### config.mk
export PLATFORM = sky130hd
export DESIGN_NAME = arya_load_ctrl_flat
export DESIGN_NICKNAME = d
export VERILOG_FILES = /design/src/rtl/arya_load_ctrl_pkg.sv /design/src/rtl/arya_load_ctrl_if.sv /design/src/rtl/arya_load_cmp.sv /design/src/rtl/arya_load_ctrl.sv /design/src/flat_wrapper.sv
export SDC_FILE = /design/constraint.sdc
export NUM_CORES = 1
export LEC_CHECK = 0
export ABC_AREA = 1
export ABC_CLOCK_PERIOD_IN_PS = 10800
export CAP_MARGIN = 40
export CORE_MARGIN = 2
export CORE_UTILIZATION = 52
export CTS_CLUSTER_DIAMETER = 30
export CTS_CLUSTER_SIZE = 28
export DETAILED_ROUTE_END_ITERATION = 7
export HOLD_SLACK_MARGIN = 0.02
export PLACE_DENSITY = 0.88
export SLEW_MARGIN = 5
export SYNTH_ARGS = -nofsm -noshare
export SYNTH_HDL_FRONTEND = slang
export SYNTH_SLANG_ARGS = --single-unit
### constraint.sdc
create_clock -name clk -period 10.8 [get_ports clk]
set_input_delay 2.16 -clock clk [delete_from_list [all_inputs] [get_ports clk]]
set_output_delay 2.16 -clock clk [all_outputs]
set_load 0.05 [all_outputs]
### src/rtl/arya_load_ctrl_pkg.sv
// Shared constants, state encoding and command decode for the arya load sequencer.
package arya_load_ctrl_pkg;

    localparam int DEFAULT_DATA_WIDTH     = 64;
    localparam int DEFAULT_MEM_ADDR_WIDTH = 10;
    localparam int DEFAULT_RD_LATENCY     = 1;
    localparam int DEFAULT_ERR_CNT_WIDTH  = 16;

    localparam int RD_LATENCY_MIN = 1;
    localparam int RD_LATENCY_MAX = 4;
    localparam int LAT_CNT_WIDTH  = 2;

    localparam int WORD_CNT_WIDTH = 16;
    localparam int STEP_WIDTH     = 32;

    typedef enum logic [2:0] {
        ST_IDLE   = 3'd0,
        ST_LOAD   = 3'd1,
        ST_WRITE  = 3'd2,
        ST_VERIFY = 3'd3,
        ST_VWAIT  = 3'd4,
        ST_CMP    = 3'd5,
        ST_RUN    = 3'd6,
        ST_HALT   = 3'd7
    } state_t;

    typedef enum logic [1:0] {
        CMD_NONE   = 2'd0,
        CMD_LOAD   = 2'd1,
        CMD_VERIFY = 2'd2,
        CMD_RUN    = 2'd3
    } cmd_t;

    function automatic int clamp_rd_latency(input int lat);
        if (lat < RD_LATENCY_MIN) return RD_LATENCY_MIN;
        if (lat > RD_LATENCY_MAX) return RD_LATENCY_MAX;
        return lat;
    endfunction

    // Abort is handled ahead of this decode; the rest resolve load > verify > run.
    function automatic cmd_t decode_cmd(input logic load, input logic verify, input logic run);
        if (load)   return CMD_LOAD;
        if (verify) return CMD_VERIFY;
        if (run)    return CMD_RUN;
        return CMD_NONE;
    endfunction

endpackage

### src/rtl/arya_load_ctrl_if.sv
// Word stream from the register block into the load sequencer.
interface arya_load_ctrl_if #(
    parameter int DATA_WIDTH     = 64,
    parameter int MEM_ADDR_WIDTH = 10
);
    logic                      wr_valid;
    logic                      wr_ready;
    logic [MEM_ADDR_WIDTH-1:0] wr_addr;
    logic [DATA_WIDTH-1:0]     wr_data;
    logic                      wr_last;

    modport master (
        output wr_valid, wr_addr, wr_data, wr_last,
        input  wr_ready
    );

    modport slave (
        input  wr_valid, wr_addr, wr_data, wr_last,
        output wr_ready
    );
endinterface

### src/rtl/arya_load_cmp.sv
// Verify comparator: counts readback mismatches (saturating) and captures the first failing address.
module arya_load_cmp
    import arya_load_ctrl_pkg::*;
#(
    parameter int DATA_WIDTH     = DEFAULT_DATA_WIDTH,
    parameter int MEM_ADDR_WIDTH = DEFAULT_MEM_ADDR_WIDTH,
    parameter int ERR_CNT_WIDTH  = DEFAULT_ERR_CNT_WIDTH
) (
    input  logic                      clk,
    input  logic                      reset,
    input  logic                      clear,
    input  logic                      cmp_en,
    input  logic [DATA_WIDTH-1:0]     rdata,
    input  logic [DATA_WIDTH-1:0]     expected,
    input  logic [MEM_ADDR_WIDTH-1:0] addr,
    output logic [ERR_CNT_WIDTH-1:0]  err_count,
    output logic [MEM_ADDR_WIDTH-1:0] first_err_addr
);

    logic [ERR_CNT_WIDTH-1:0]  err_count_q, err_count_d;
    logic [MEM_ADDR_WIDTH-1:0] first_err_addr_q, first_err_addr_d;
    logic                      mismatch;

    always_comb begin
        // NOTE: every _d takes its hold value first so no path through the block can infer a latch.
        err_count_d      = err_count_q;
        first_err_addr_d = first_err_addr_q;
        mismatch         = cmp_en && (rdata != expected);
        if (clear) begin
            err_count_d      = '0;
            first_err_addr_d = '0;
        end else if (mismatch) begin
            if (err_count_q != '1) err_count_d = err_count_q + 1'b1;
            if (err_count_q == '0) first_err_addr_d = addr;
        end
    end

    always_ff @(posedge clk) begin
        // NOTE: sequential state uses non-blocking assignments only, so every flop samples pre-edge values.
        if (!reset) begin
            err_count_q      <= '0;
            first_err_addr_q <= '0;
        end else begin
            err_count_q      <= err_count_d;
            first_err_addr_q <= first_err_addr_d;
        end
    end

    assign err_count      = err_count_q;
    assign first_err_addr = first_err_addr_q;

endmodule

### src/rtl/arya_load_ctrl.sv
// Load/verify/run sequencer between the software register block and one arya core.
module arya_load_ctrl
    import arya_load_ctrl_pkg::*;
#(
    parameter int DATA_WIDTH     = DEFAULT_DATA_WIDTH,
    parameter int MEM_ADDR_WIDTH = DEFAULT_MEM_ADDR_WIDTH,
    parameter int RD_LATENCY     = DEFAULT_RD_LATENCY,
    parameter int ERR_CNT_WIDTH  = DEFAULT_ERR_CNT_WIDTH
) (
    input  logic                      clk,
    input  logic                      reset,
    input  logic                      cmd_load,
    input  logic                      cmd_verify,
    input  logic                      cmd_run,
    input  logic                      cmd_abort,
    input  logic [STEP_WIDTH-1:0]     cmd_step_budget,
    arya_load_ctrl_if.slave           wr,
    output logic                      core_reset,
    output logic                      core_en,
    output logic                      core_setup_mem,
    output logic                      core_verify_mem,
    output logic                      core_enable_mem,
    output logic [MEM_ADDR_WIDTH-1:0] core_mem_addr,
    output logic [DATA_WIDTH-1:0]     core_mem_wdata,
    input  logic [DATA_WIDTH-1:0]     core_mem_rdata,
    output logic                      busy,
    output logic                      run_done,
    output logic [WORD_CNT_WIDTH-1:0] word_count,
    output logic [ERR_CNT_WIDTH-1:0]  err_count,
    output logic [MEM_ADDR_WIDTH-1:0] first_err_addr,
    output logic [STEP_WIDTH-1:0]     steps_done
);

    localparam int                       RD_LAT_EFF = clamp_rd_latency(RD_LATENCY);
    localparam logic [LAT_CNT_WIDTH-1:0] LAT_INIT   = LAT_CNT_WIDTH'(RD_LAT_EFF - 1);

    state_t                    state_q, state_d;
    logic [WORD_CNT_WIDTH-1:0] word_count_q, word_count_d;
    logic [STEP_WIDTH-1:0]     steps_done_q, steps_done_d;
    logic [STEP_WIDTH-1:0]     budget_q, budget_d;
    logic [STEP_WIDTH-1:0]     steps_inc;
    logic                      run_done_q, run_done_d;
    logic [LAT_CNT_WIDTH-1:0]  lat_cnt_q, lat_cnt_d;
    logic                      last_q, last_d;
    logic [MEM_ADDR_WIDTH-1:0] addr_q, addr_d;
    logic [DATA_WIDTH-1:0]     wdata_q, wdata_d;
    logic [DATA_WIDTH-1:0]     exp_q, exp_d;

    logic core_reset_q, core_reset_d;
    logic core_en_q, core_en_d;
    logic setup_q, setup_d;
    logic verify_q, verify_d;
    logic enable_q, enable_d;
    logic wr_ready_q, wr_ready_d;

    logic cmp_en;
    logic cmp_clear;
    logic handshake;
    cmd_t cmd;

    assign cmd       = decode_cmd(cmd_load, cmd_verify, cmd_run);
    assign handshake = wr.wr_valid && wr_ready_q;
    assign steps_inc = steps_done_q + 32'd1;

    always_comb begin
        state_d      = state_q;
        word_count_d = word_count_q;
        steps_done_d = steps_done_q;
        budget_d     = budget_q;
        run_done_d   = run_done_q;
        lat_cnt_d    = lat_cnt_q;
        last_d       = last_q;
        addr_d       = addr_q;
        wdata_d      = wdata_q;
        exp_d        = exp_q;
        cmp_en       = 1'b0;
        cmp_clear    = 1'b0;

        if (cmd_abort) begin
            state_d = ST_IDLE;
        end else begin
            case (state_q)
                ST_IDLE, ST_HALT: begin
                    case (cmd)
                        CMD_LOAD: begin
                            state_d      = ST_LOAD;
                            word_count_d = '0;
                            run_done_d   = 1'b0;
                        end
                        CMD_VERIFY: begin
                            state_d      = ST_VERIFY;
                            word_count_d = '0;
                            run_done_d   = 1'b0;
                            cmp_clear    = 1'b1;
                        end
                        CMD_RUN: begin
                            state_d      = ST_RUN;
                            steps_done_d = '0;
                            run_done_d   = 1'b0;
                            budget_d     = cmd_step_budget;
                        end
                        default: ;
                    endcase
                end
                ST_LOAD: begin
                    if (handshake) begin
                        addr_d       = wr.wr_addr;
                        wdata_d      = wr.wr_data;
                        last_d       = wr.wr_last;
                        word_count_d = word_count_q + 16'd1;
                        state_d      = ST_WRITE;
                    end
                end
                ST_WRITE: state_d = last_q ? ST_IDLE : ST_LOAD;
                ST_VERIFY: begin
                    if (handshake) begin
                        addr_d       = wr.wr_addr;
                        exp_d        = wr.wr_data;
                        last_d       = wr.wr_last;
                        word_count_d = word_count_q + 16'd1;
                        lat_cnt_d    = LAT_INIT;
                        state_d      = ST_VWAIT;
                    end
                end
                ST_VWAIT: begin
                    if (lat_cnt_q == '0) state_d = ST_CMP;
                    else                 lat_cnt_d = lat_cnt_q - 1'b1;
                end
                ST_CMP: begin
                    cmp_en  = 1'b1;
                    state_d = last_q ? ST_IDLE : ST_VERIFY;
                end
                ST_RUN: begin
                    // A zero budget never matches, so the core runs until aborted and the counter wraps.
                    steps_done_d = steps_inc;
                    if (budget_q != '0 && steps_inc == budget_q) begin
                        state_d    = ST_HALT;
                        run_done_d = 1'b1;
                    end
                end
                default: state_d = ST_IDLE;
            endcase
        end
    end

    // Core controls are registered from the next state so they change cleanly with the state register.
    always_comb begin
        core_reset_d = !(state_d == ST_RUN || state_d == ST_HALT);
        core_en_d    = (state_d == ST_RUN);
        setup_d      = (state_d == ST_WRITE);
        verify_d     = (state_d == ST_VWAIT);
        enable_d     = setup_d || verify_d;
        wr_ready_d   = (state_d == ST_LOAD) || (state_d == ST_VERIFY);
    end

    always_ff @(posedge clk) begin
        if (!reset) begin
            state_q      <= ST_IDLE;
            word_count_q <= '0;
            steps_done_q <= '0;
            budget_q     <= '0;
            run_done_q   <= 1'b0;
            lat_cnt_q    <= '0;
            last_q       <= 1'b0;
            addr_q       <= '0;
            wdata_q      <= '0;
            core_reset_q <= 1'b1;
            core_en_q    <= 1'b0;
            setup_q      <= 1'b0;
            verify_q     <= 1'b0;
            enable_q     <= 1'b0;
            wr_ready_q   <= 1'b0;
        end else begin
            state_q      <= state_d;
            word_count_q <= word_count_d;
            steps_done_q <= steps_done_d;
            budget_q     <= budget_d;
            run_done_q   <= run_done_d;
            lat_cnt_q    <= lat_cnt_d;
            last_q       <= last_d;
            addr_q       <= addr_d;
            wdata_q      <= wdata_d;
            core_reset_q <= core_reset_d;
            core_en_q    <= core_en_d;
            setup_q      <= setup_d;
            verify_q     <= verify_d;
            enable_q     <= enable_d;
            wr_ready_q   <= wr_ready_d;
        end
    end

    // NOTE: the expected-data register has no reset; it is always written on a verify handshake before CMP reads it.
    always_ff @(posedge clk) begin
        exp_q <= exp_d;
    end

    arya_load_cmp #(
        .DATA_WIDTH     (DATA_WIDTH),
        .MEM_ADDR_WIDTH (MEM_ADDR_WIDTH),
        .ERR_CNT_WIDTH  (ERR_CNT_WIDTH)
    ) u_cmp (
        .clk            (clk),
        .reset          (reset),
        .clear          (cmp_clear),
        .cmp_en         (cmp_en),
        .rdata          (core_mem_rdata),
        .expected       (exp_q),
        .addr           (addr_q),
        .err_count      (err_count),
        .first_err_addr (first_err_addr)
    );

    assign wr.wr_ready       = wr_ready_q;
    assign core_reset        = core_reset_q;
    assign core_en           = core_en_q;
    assign core_setup_mem    = setup_q;
    assign core_verify_mem   = verify_q;
    assign core_enable_mem   = enable_q;
    assign core_mem_addr     = addr_q;
    assign core_mem_wdata    = wdata_q;
    assign busy              = !(state_q == ST_IDLE || state_q == ST_HALT);
    assign run_done          = run_done_q;
    assign word_count        = word_count_q;
    assign steps_done        = steps_done_q;

endmodule

### src/flat_wrapper.sv
// flat-port wrapper written by rule: the top's interface ports become plain ports
module arya_load_ctrl_flat import arya_load_ctrl_pkg::*;
#(
    parameter int DATA_WIDTH     = DEFAULT_DATA_WIDTH,
    parameter int MEM_ADDR_WIDTH = DEFAULT_MEM_ADDR_WIDTH,
    parameter int RD_LATENCY     = DEFAULT_RD_LATENCY,
    parameter int ERR_CNT_WIDTH  = DEFAULT_ERR_CNT_WIDTH
)
  (clk, reset, cmd_load, cmd_verify, cmd_run, cmd_abort, cmd_step_budget, core_reset, core_en, core_setup_mem, core_verify_mem, core_enable_mem, core_mem_addr, core_mem_wdata, core_mem_rdata, busy, run_done, word_count, err_count, first_err_addr, steps_done, wr_wr_valid, wr_wr_addr, wr_wr_data, wr_wr_last, wr_wr_ready);
  arya_load_ctrl_if #(.DATA_WIDTH(DATA_WIDTH), .MEM_ADDR_WIDTH(MEM_ADDR_WIDTH)) wr_i ();
  input  logic clk;
  input  logic reset;
  input  logic cmd_load;
  input  logic cmd_verify;
  input  logic cmd_run;
  input  logic cmd_abort;
  input  logic [STEP_WIDTH-1:0] cmd_step_budget;
  output logic core_reset;
  output logic core_en;
  output logic core_setup_mem;
  output logic core_verify_mem;
  output logic core_enable_mem;
  output logic [MEM_ADDR_WIDTH-1:0] core_mem_addr;
  output logic [DATA_WIDTH-1:0] core_mem_wdata;
  input  logic [DATA_WIDTH-1:0] core_mem_rdata;
  output logic busy;
  output logic run_done;
  output logic [WORD_CNT_WIDTH-1:0] word_count;
  output logic [ERR_CNT_WIDTH-1:0] err_count;
  output logic [MEM_ADDR_WIDTH-1:0] first_err_addr;
  output logic [STEP_WIDTH-1:0] steps_done;
  input wire logic [$bits(wr_i.wr_valid)-1:0] wr_wr_valid;
  input wire logic [$bits(wr_i.wr_addr)-1:0] wr_wr_addr;
  input wire logic [$bits(wr_i.wr_data)-1:0] wr_wr_data;
  input wire logic [$bits(wr_i.wr_last)-1:0] wr_wr_last;
  output wire logic [$bits(wr_i.wr_ready)-1:0] wr_wr_ready;
  assign wr_i.wr_valid = wr_wr_valid;
  assign wr_i.wr_addr = wr_wr_addr;
  assign wr_i.wr_data = wr_wr_data;
  assign wr_i.wr_last = wr_wr_last;
  assign wr_wr_ready = wr_i.wr_ready;
  arya_load_ctrl #(.DATA_WIDTH(DATA_WIDTH), .MEM_ADDR_WIDTH(MEM_ADDR_WIDTH), .RD_LATENCY(RD_LATENCY), .ERR_CNT_WIDTH(ERR_CNT_WIDTH)) u_core (.clk(clk), .reset(reset), .cmd_load(cmd_load), .cmd_verify(cmd_verify), .cmd_run(cmd_run), .cmd_abort(cmd_abort), .cmd_step_budget(cmd_step_budget), .wr(wr_i), .core_reset(core_reset), .core_en(core_en), .core_setup_mem(core_setup_mem), .core_verify_mem(core_verify_mem), .core_enable_mem(core_enable_mem), .core_mem_addr(core_mem_addr), .core_mem_wdata(core_mem_wdata), .core_mem_rdata(core_mem_rdata), .busy(busy), .run_done(run_done), .word_count(word_count), .err_count(err_count), .first_err_addr(first_err_addr), .steps_done(steps_done));
endmodule
==> impl_metrics.json <==
{
  "core.rowCount": 55,
  "antenna_found_initial": 9,
  "htreeDepth": 2,
  "fmax_mhz": 221,
  "fin_crit_sh_pct": 41.9,
  "layout.nets": 2106,
  "crit_cells": 4,
  "synthCells": 1570,
  "coreArea_sq_um": 22600,
  "crit_start": "u_core.state_q[2]",
  "slew_headroom_pct": 39.8,
  "placed_area_sq_um": 15600,
  "slew_viol_final": 0,
  "setup_viol": 0,
  "clk_pin_slew_ns": 0.05,
  "cts_sinks": 257,
  "die_w_um": 156,
  "cp_num_buf_inv": 2,
  "stdcell_area_sq_um": 17400,
  "clockRootBuffer": "clkbuf_16",
  "maxCapViolations": 0,
  "hold_buffers": 0,
  "synth_edf_count": 64,
  "portBuffers": 333,
  "cp_slowest_stage_delay_ns": 0.96,
  "grt_pass1_vias": 12439,
  "run_status": "complete, no violations",
  "async_flop_share_pct": 0,
  "cts.path.max_buffers": 3,
  "first_iter_violations": 1092,
  "ys_ff_latch": 257,
  "synth_area_leaders": "dfxtp_1, edfxtp_1, nand2_1",
  "dp_hpwl_um": 28500,
  "dr.pass1.iters": 8,
  "die_h_um": 156,
  "grt_pass1_wl_um": 66600,
  "cts_tree": "built",
  "syn_nets": 1757,
  "critPathCaptureType": "primary output",
  "wl_um": 43000,
  "hp-class": "reg2reg",
  "syn_to_final_growth_pct": 46.0,
  "p_leak_uw": 0.00663,
  "finalSetupTns_ns": 0,
  "grt_overflow": 0,
  "worst-path-max-fanout": 8,
  "rsz0062_at_grt": "false",
  "yosys.area.top_type_share_pct": 32.3,
  "start_util_pct": 52.9,
  "worst_slew_pin_slew_ns": 0.903,
  "power_density_nw_per_um2": 169,
  "cp-start-kind": "flip-flop",
  "rr_worst_depth": 18,
  "slowest_stage": "clkdlybuf4s50_1",
  "io-pin-count": 334,
  "worstPathRequired_ns": 8.64,
  "crit_chain": "inv_1, o21ai_0, o21ai_2, clkdlybuf4s50_1",
  "timing.final.crit_period_ns": 4.52,
  "drc": 0,
  "via_per_inst": 5.52,
  "die_area_sq_um": 24200,
  "fin_skew_ns": 0.0365,
  "reg2reg_from": "u_core.steps_done[0]",
  "clk_latency_ns": 0.56,
  "postCtsSetupBuffers": 0,
  "hold_path_startpoint": "u_core.u_cmp.first_err_addr[6]",
  "numCtsBuffers": 53,
  "whs_path_depth": 2,
  "cp_top_family": "buffers and inverters",
  "drive_gt1_share_pct": 7.08,
  "vdd_ir_drop_max_v": 0.000158,
  "routedWlPerCell_um": 19.1,
  "grt_max_degree": 81,
  "gp_congestion": 0.920,
  "synth.largest_area_cell": "dfxtp_1",
  "syn_avg_cell_area_sq_um": 7.61,
  "synth-seq-area-share_pct": 48.4,
  "yosysUniqueCellTypes": 38,
  "ys_warn_count": 0,
  "ctsResizeCount": 0,
  "worstPathArrival_ns": 2.36,
  "vias": 12458,
  "finalHoldViolations": 0,
  "grt_usage_pct": 34.9,
  "postRouteAntennaNets": 0,
  "ys.flop_type": "dfxtp_1",
  "path_class": "reg2out",
  "syn_area_sq_um": 11900
}
## state kept, by name, summed over array words and instances, names as in the netlist, 2 cells and up
signal                       flops
u_core.word_count               16
u_core.steps_done               32
u_core.state_q                   3
u_core.exp_q                    64
u_core.core_mem_wdata           64
u_core.budget_q                 32
u_core.u_cmp.first_err_addr     10
u_core.core_mem_addr            10
u_core.u_cmp.err_count          16
u_core.lat_cnt_q                 2
## cell families (layout without fill, tap and decap cells)
family / after synthesis / count (layout) / synth area share (%)
other: 0 / 10 / 0
adders and majority gates: 9 / 9 / 0.942
xor gates and xnor gates: 78 / 78 / 5.84
DFF: 257 / 257 / 48.4
and+or+nand+nor: 785 / 785 / 28.0
AOI/OAI and AO/OA: 250 / 250 / 10.8
buffers and inverters: 191 / 583 / 6.06
## Yosys cell counts, types with 4 or more instances
library cell  count
nand2_1         306
nor2_1          291
dfxtp_1         193
inv_1           136
o21ai_0         135
nand3_1         101
a21oi_1          99
edfxtp_1         64
xnor2_1          60
clkbuf_1         46
nand4_1          25
nor3_1           19
xor2_1           17
nand3b_1         11
ha_1              9
nor2_2            9
nand2_2           5
nor2_4            5
nor4_1            5
o21ai_1           4
## layout by cell type (no fill, tap or decap), types with 17 or more instances in the layout
cell type	n
nor2_1	288
nand4_1	25
edfxtp_1	64
a21oi_1	99
clkbuf_16	54
xor2_1	17
clkdlybuf4s50_1	332
nand2_1	306
nand3_1	100
nor3_1	19
o21ai_0	135
xnor2_1	60
dfxtp_1	193
inv_1	136
## power breakdown
group | total [uW] | switching, uW | internal [uW]
clock network | 1680 | 560 | 1120
registers | 1020 | 14.3 | 1000
logic | 250 | 138 | 112
## tightest hold or removal path, delay by kind of cell, from the launching register on
family                 cells  cell delay (ns)
flip-flops                 1             0.31
buffers and inverters      1             0.05
AO/OA/AOI/OAI              1             0.05
## stage by stage
stage	hold slack (ns)	instances	setup WS (ns)	power, uW	utilization, %
6_report	0.450	2257	6.28	2950	77.3
5_1_grt	0.466	2256	6.03	3020	77.3
4_1_cts	0.451	2247	6.30	2950	77.2
3_5_place_dp	0.443	2149	5.79	1280	69.0
3_3_place_gp	0.435	2148	5.90	1270	68.8
2_1_floorplan	0.433	1570	5.19	1160	-
## final timing paths
kind / end / slack [ns]
setup / recovery: busy / 6.28
hold / removal: u_core.u_cmp.first_err_addr[6] / 0.45
setup reg to reg: u_core.core_enable_mem / 7.97
hold reg to reg: u_core.u_cmp.first_err_addr[6] / 0.45
## routing by layer
metal	global-route usage [%]	share of wire, %	vias up
met4	20.6	5.8	2
met1	39.1	36	5701
met2	59.6	49	742
met5	0	0.026	-
li1	-	-	5849
met3	9.83	9.6	164
## area by class of cell
type	instances	area, sq um
diodes	10	25.0
clock inverters	38	469
well taps	285	357
fillers	1458	5130
clock buffers	60	1380
inverters	141	529
flip-flops and latches	257	5790
multi-input cells	1122	5460
repair buffers	344	3430
No activity file was read; power rests on OpenSTA's default activity.
